**src/rtl/tcam_match_pipe.sv**
```systemverilog
// -----------------------------------------------------------------------------
// tcam_match_pipe
//   Ternary CAM with a two-stage search pipeline.  Each of DEPTH entries holds
//   a key, a care mask (1 = compare, 0 = don't-care) and a valid bit.  A search
//   compares s_key against every entry in parallel; the per-entry match vector
//   is registered in stage 1, and stage 2 registers the final match vector,
//   hit flag and lowest matching index.  A full stage 2 that is not accepted
//   downstream stalls the whole pipe.
//
// Ports
//   clk, rst_n          clock, asynchronous active-low reset
//   wr_en/wr_addr       entry write strobe and index (out-of-range ignored)
//   wr_key/wr_mask      stored key and care mask
//   wr_valid            stored entry-valid bit (0 invalidates the entry)
//   s_key/s_valid       search request
//   s_ready             search accepted when s_valid && s_ready
//   m_match             per-entry match vector (bit i = entry i)
//   m_hit/m_index       any-match flag and lowest matching entry
//   m_valid/m_ready     result handshake
// -----------------------------------------------------------------------------
module tcam_match_pipe #(
  parameter int  DATA_WIDTH = 32,
  parameter int  DEPTH      = 16,
  localparam int IDX_WIDTH  = $clog2(DEPTH)
) (
  input  logic                  clk,
  input  logic                  rst_n,
  input  logic                  wr_en,
  input  logic [IDX_WIDTH-1:0]  wr_addr,
  input  logic [DATA_WIDTH-1:0] wr_key,
  input  logic [DATA_WIDTH-1:0] wr_mask,
  input  logic                  wr_valid,
  input  logic [DATA_WIDTH-1:0] s_key,
  input  logic                  s_valid,
  output logic                  s_ready,
  output logic [DEPTH-1:0]      m_match,
  output logic                  m_hit,
  output logic [IDX_WIDTH-1:0]  m_index,
  output logic                  m_valid,
  input  logic                  m_ready
);

  localparam logic [IDX_WIDTH:0] DEPTH_LIM = (IDX_WIDTH + 1)'(DEPTH);

  // Lowest set bit of a match vector; 0 when the vector is empty.
  function automatic logic [IDX_WIDTH-1:0] lowest_idx(input logic [DEPTH-1:0] v);
    logic [IDX_WIDTH-1:0] idx;
    idx = '0;
    for (int i = DEPTH - 1; i >= 0; i--) begin
      if (v[i]) idx = i[IDX_WIDTH-1:0];
    end
    return idx;
  endfunction

  logic [DATA_WIDTH-1:0] key_q  [DEPTH];
  logic [DATA_WIDTH-1:0] mask_q [DEPTH];
  logic [DEPTH-1:0]      ent_vld;

  logic                  wr_ok;
  logic                  stall;
  logic [DEPTH-1:0]      cmp_p0;
  logic [DEPTH-1:0]      match_p1;
  logic                  vld_p1;
  logic [DEPTH-1:0]      match_p1_q;
  logic                  hit_p1;
  logic [IDX_WIDTH-1:0]  idx_p1;
  logic [DEPTH-1:0]      match_p2;
  logic                  hit_p2;
  logic [IDX_WIDTH-1:0]  idx_p2;
  logic                  vld_p2;

  // Addresses past the last entry only exist when DEPTH is not a power of two.
  assign wr_ok   = wr_en && ({1'b0, wr_addr} < DEPTH_LIM);
  assign stall   = vld_p2 && !m_ready;
  assign s_ready = !stall;

  // Entry storage.  Key/mask need no reset: cleared valid bits mask them out.
  always_ff @(posedge clk) begin
    if (wr_ok) begin
      key_q[wr_addr]  <= wr_key;
      mask_q[wr_addr] <= wr_mask;
    end
  end

  // Stage 0: parallel compare against the contents before any same-cycle write.
  always_comb begin
    cmp_p0 = '0;
    for (int i = 0; i < DEPTH; i++) begin
      cmp_p0[i] = ent_vld[i] && (((s_key ^ key_q[i]) & mask_q[i]) == '0);
    end
  end

  // Stage 1: snapshot of the compare vector, frozen while stalled so later
  // writes cannot change a search already in flight.
  always_ff @(posedge clk) begin
    if (!stall) match_p1 <= cmp_p0;
  end

  // An empty stage 1 forwards an all-zero vector so idle outputs read as a miss.
  always_comb begin
    match_p1_q = match_p1 & {DEPTH{vld_p1}};
    hit_p1     = |match_p1_q;
    idx_p1     = lowest_idx(match_p1_q);
  end

  // Control state plus the stage-2 result registers, which are visible on the
  // ports and therefore cleared in reset.
  always_ff @(posedge clk or negedge rst_n) begin
    if (!rst_n) begin
      ent_vld  <= '0;
      vld_p1   <= 1'b0;
      vld_p2   <= 1'b0;
      match_p2 <= '0;
      hit_p2   <= 1'b0;
      idx_p2   <= '0;
    end else begin
      if (wr_ok) ent_vld[wr_addr] <= wr_valid;
      if (!stall) begin
        vld_p1   <= s_valid;
        // Stage 2: final match vector, hit and priority index.
        vld_p2   <= vld_p1;
        match_p2 <= match_p1_q;
        hit_p2   <= hit_p1;
        idx_p2   <= idx_p1;
      end
    end
  end

  assign m_valid = vld_p2;
  assign m_match = match_p2;
  assign m_hit   = hit_p2;
  assign m_index = idx_p2;

endmodule

```
**config.mk**
```make
export PLATFORM = sky130hd
export DESIGN_NAME = tcam_match_pipe
export DESIGN_NICKNAME = d
export VERILOG_FILES = /design/src/rtl/tcam_match_pipe.sv
export SDC_FILE = /design/constraint.sdc
export NUM_CORES = 1
export LEC_CHECK = 0
export BUFFER_PORTS_ARGS = -buffer_cell sky130_fd_sc_hd__buf_2
export CORE_MARGIN = 8
export CORE_UTILIZATION = 60
export CTS_BUF_LIST = sky130_fd_sc_hd__clkbuf_4 sky130_fd_sc_hd__clkbuf_8
export DETAILED_ROUTE_END_ITERATION = 16
export HOLD_SLACK_MARGIN = 0.15
export PLACE_DENSITY = 0.82
export SETUP_SLACK_MARGIN = 0.02
export SYNTH_ARGS = -nofsm -noshare
export SYNTH_HDL_FRONTEND = slang
export SYNTH_SLANG_ARGS = --single-unit
```
**constraint.sdc**
```tcl
create_clock -name clk -period 2.1 [get_ports clk]
set_input_delay 0.105 -clock clk [delete_from_list [all_inputs] [get_ports clk]]
set_output_delay 0.105 -clock clk [all_outputs]
set_load 0.01 [all_outputs]
```
-- Yosys cells after proc, flatten, opt, wreduce, memory -nomap -nowiden
Memory sizes are Yosys's and may differ from the RTL's.
Cells that the tools add are included.
- memories kept: 2
- flip-flop bits (word level): 55
- output and inout bits: 23
- bits in writable memories: 1024
- $lt $le $gt $ge: 2
- bitwise gates (word level): 33
- mux-type cells: 21
- reduce and logical (&&, ||, !) cells: 37
- memories (name ; words ; width ; rd ports ; clocked after memory_dff ; write ports ; RTL line ; RTL):
    key_q ; 16 ; 32 ; 16 ; 0 ; 1 ; 55 ; logic [DATA_WIDTH-1:0] key_q [DEPTH];
    mask_q ; 16 ; 32 ; 16 ; 0 ; 1 ; 56 ; logic [DATA_WIDTH-1:0] mask_q [DEPTH];
- operators by type and width (cell ; count):
    bitwise AND 32 bit ; 16
    zero test 32 bit ; 16
    XOR 32 bit ; 16
    two-way mux 4 bit ; 16
    logical AND 1 bit ; 18
    bitwise AND 16 bit ; 1
    bitwise mux 16 bit ; 1
    OR reduction 16 bit ; 1
    less-than comparator 4 x 5 -> 1 bit, second input constant ; 1
    demux 1 bit (select 4 bit) ; 1
    >= comparator 4 x 1 -> 1 bit, second input constant ; 1
    two-way mux 1 bit ; 3
    zero test 1 bit ; 2

-- Logic depth before layout (Yosys ltp)
- depth in word-level cells: 17
- gate-level depth with buffers: 7

-- Least setup slack after synthesis
No wires, ideal clock.
- path kind: input-to-reg
- start point: input port wr_addr[1]
- end point: register ent_vld[1]
- path slack: -3.432 ns
- cell stages on the path: 3
- required time: 2.013 ns
- arrival: 5.445 ns
- cells stage by stage: nand3b_1 > nor3_1 > mux2_2
- word-level cells in the longest chain between the ends: 5
- elaborated cells between the ends (all ways): 6
- classes of those cells: 2 x order compare; 3 x mux; 1 x reduce/logical
- ends and longest elaborated chain (what ; RTL line ; RTL):
    start: declaration ; 29 ; input logic [IDX_WIDTH-1:0] wr_addr,
    less-than comparator 4 x 5 -> 1 bit (not written as such) or >= comparator 4 x 1 -> 1 bit (tied branches) ; 117 ; if (wr_ok) ent_vld[wr_addr] <= wr_valid;
    logical AND 1 bit (not written as such) ; 117 ;
    two-way mux 1 bit (not written as such) ; 117 ;
    demux 1 bit (select 4 bit) * ; 117 ;
    bitwise mux 16 bit * ; 117 ;
    end signal: indexed assignment ; 117 ;
    end: declaration ; 57 ; logic [DEPTH-1:0] ent_vld;
Mark *: on every way between the ends. The rest lies on a longest branch, timed or not.
A chain may end at the register's enable or synchronous reset.

==> impl_metrics.py <==
metrics = {
    "yosys": {
        "synthFlopType": "edfxtp_1",
        "synthAdderAreaFrac_pct": 0,
        "seq_area_frac_synth_pct": 79.5,
        "yosys_register_bits": 1079,
        "synth_top_family_by_area": "XOR/XNOR gates",
        "synth_area_mm2": 0.0405,
        "synthMuxAreaShare_pct": 0.445,
        "synth_edf_count": 1040,
        "synth_xor_area_share_pct": 11.1,
        "synth_fp_nets": 2229,
        "synth_compound_area_share_pct": 5.36,
        "synth_warnings": 0,
        "yosys.area_share.simple_pct": 2.35,
        "async_flop_share_pct": 3.61,
        "synth_cell_types": 36,
        "synthCells": 2123,
        "synth_area_per_cell_um2": 19.1,
    },
    "place": {
        "dpl.hpwl_um": 72900,
        "place_area_mm2": 0.0437,
        "port_buffers": 128,
        "gp_congestion": 0.931,
    },
    "critical_path": {
        "cp-end-kind": "flop",
        "crit_path_top_delay_cell": "edfxtp_1",
        "path_class": "flop to flop",
        "worstSetupStartpointType": "flop",
        "worstPathRequired_ns": 2.74,
        "cpPeakStageDelay_ns": 0.37,
        "cp_data_arrival_time_ns": 2.68,
        "cp_cell_sequence": "xor2_1, a22o_1, a221oi_2, nand3_1, nor4_1",
        "crit_fanout": 1,
    },
    "layout": {
        "drive_above_1_share_pct": 22.6,
        "ff_latch_area_mm2": 0.0322,
        "fill_cells": 3871,
        "layout.nets": 2713,
        "final_core_util_pct": 71.3,
        "postLayoutCellArea_mm2": 0.0478,
        "syn2layout_area_growth_pct": 18.0,
        "multi_input_area_mm2": 0.00801,
    },
    "timing": {
        "fin_skew_ns": 0.0319,
        "hold_slack_ns": 0.215,
        "rsz0062_at_grt": "false",
        "finalSetupViolations": 0,
        "tightest_slew_ns": 0.890,
        "slew_headroom_pct": 40.5,
        "finalCriticalPeriod_ns": 2.03,
        "hold_violations": 0,
        "max_freq_mhz": 491,
        "post-route-period-util_pct": 96.9,
        "slew_viol_final": 0,
    },
    "floorplanning": {
        "die_h_um": 276,
        "num_rows": 95,
        "core_mm2": 0.0670,
        "start_util_pct": 60.4,
        "dieWidth_um": 276,
        "die_area_mm2": 0.0760,
        "boundaryPins": 129,
    },
    "power_and_ir_drop": {
        "vdd_ir_drop_max_uv": 831,
        "p_leak_nw": 16.8,
        "powerDensity_mw_per_mm2": 924,
    },
    "drt": {
        "route.vias.total": 23000,
        "routed_wl_um": 116000,
        "vias_per_cell": 6.36,
        "wl_per_cell_um": 32.0,
        "wl_met2_um": 54700,
        "dr_wl_met3_um": 15000,
        "first_iter_violations": 3355,
        "top_layer": "met5",
        "drt-met1-wl_um": 39300,
        "ant_nets": 0,
        "drc": 0,
        "firstDrtPassIters": 6,
    },
    "clocking": {
        "htreeDepth": 4,
        "cts_buffer_depth": 3,
        "clk_transition_reported_paths_ns": 0.06,
        "cts-root-buf": "clkbuf_8",
        "cts_tree": "yes",
        "clock-sinks": 1079,
        "insertion_delay_ns": 0.82,
        "postCtsSetupRepairBufs": 0,
        "cts_buffers": 164,
    },
    "global_route": {
        "grt_pass1_vias": 23000,
        "antenna_found_initial": 7,
        "grt_pass1_wl_um": 161000,
        "gr-total-overflow": 0,
        "grt_max_degree": 50,
        "grt_use_total_pct": 30.6,
    },
    "worst_hold_path": {
        "hold_path.class": "input pin to flop",
    },
    "status": {
        "status": "finished, final reports clean",
    },
    "flow_run": {
        "cap_violations": 0,
    },
}
power by group:
part,switching [mW],total (mW),internal [mW]
registers,0.274,24.5,24.2
logic,2.01,3.05,1.04
clock network,7.94,16.6,8.70
total,10.2,44.1,33.9
critical path, delay by kind of cell, from the launching register on:
kind	cells	cell delay [ns]
XOR/XNOR	1	0.22
AO/OA/AOI/OAI	2	0.71
flip-flops	1	0.37
AND/OR/NAND/NOR	2	0.55
layer usage:
metal | track usage [%] | vias up
li1 | - | 9255
met1 | 39.6 | 11500
met2 | 49.0 | 1946
met3 | 6.46 | 298
met4 | 16.1 | 2
met5 | 0 | -
flip-flops by register name, summed over array words and instances (netlist names):
| name | count |
|---|---|
| ent_vld | 16 |
| m_index | 4 |
| key_q | 512 |
| vld_p1 | 1 |
| mask_q | 512 |
| m_hit | 1 |
| match_p1 | 16 |
| m_match | 16 |
| m_valid | 1 |
per-stage QoR:
stage	worst slack [ns]	cells	power, mW	TNS, ns
after CTS	0.0286	3607	44.1	0
after global placement	-0.251	3228	27.6	-0.519
after detailed placement	-0.313	3228	27.7	-0.716
after global routing	0.0562	3608	45.3	0
final	0.0652	3609	44.1	0
after floorplan	-0.635	2123	26.1	-216.82
final timing paths:
path	from	end	slack (ns)	cells past startpoint
worst min register to register	m_match[12]	m_match[12]	0.47	2
worst max-delay path	key_q[14][2]	match_p1[14]	0.07	5
min in group asynchronous	rst_n	vld_p1	0.47	3
worst min-delay path	s_key[1]	match_p1[15]	0.21	6
worst max register to register	key_q[14][2]	match_p1[14]	0.07	5
max in group asynchronous	rst_n	m_index[1]	0.86	4
cells by family after synthesis:
family	count (synthesis)
flops	1079
xor+xnor	512
compound gates	258
simple gates	182
buf+inv	76
mux	16
cell usage in the layout (no fill, tap or decap), types with 5 or more instances in the layout:
cell,count
dfrtp_1,39
buf_2,128
a222oi_1,16
clkinv_1,40
nand2_1,55
nor4_1,5
a22o_1,53
clkbuf_4,62
nor2_1,7
nand3_1,38
nor2_4,12
inv_8,6
edfxtp_1,1040
nand2b_1,5
a221oi_1,38
nand4_1,37
buf_4,135
mux2_2,14
buf_12,40
xor2_1,512
clkinv_2,11
a221oi_2,14
a22oi_1,121
clkbuf_8,168
dlygate4sd3_1,86
nor4_2,7
synthesized netlist by cell type (2+ instances only):
master | n | area, um^2
edfxtp_1 | 1040 | 31200
xor2_1 | 512 | 4480
a22oi_1 | 121 | 908
nand2_1 | 55 | 206
a22o_1 | 53 | 464
a221oi_1 | 43 | 377
nand3_1 | 40 | 200
dfrtp_1 | 39 | 976
buf_2 | 37 | 185
nand4_1 | 37 | 231
nor2_1 | 19 | 71.3
a222oi_1 | 16 | 160
mux2_2 | 16 | 180
buf_6 | 14 | 158
buf_4 | 12 | 90.1
a221oi_2 | 10 | 150
clkbuf_1 | 7 | 26.3
nor4_2 | 7 | 87.6
nor3_1 | 6 | 30.0
nor4_1 | 6 | 37.5
nand2b_1 | 5 | 31.3
inv_1 | 4 | 15.0
o31ai_1 | 3 | 22.5
o41ai_1 | 3 | 26.3
a211oi_1 | 2 | 15.0
a21oi_1 | 2 | 10.0
a32o_1 | 2 | 20.0
nand3b_1 | 2 | 15.0
nor3_2 | 2 | 20.0
o21ai_0 | 2 | 10.0
final cells by class:
type                    instances  share of cell area [%]
inverters                       5                  0.0393
well taps                     873                    2.29
clock inverters                63                   0.757
repair buffers                389                    6.94
diodes                          2                  0.0105
multi-input cells             968                    16.8
clock buffers                 230                    5.81
flip-flops and latches       1079                    67.4
what timing repair did:
action / CTS / global route
setup endpoints to repair: 5 / 4
pin swaps: 0 / 0
endpoints found under the hold margin: 1648 / 0
gates resized for setup: 7 / 6
hold buffers: 86 / 0
Power figures use the tool's default switching activity.
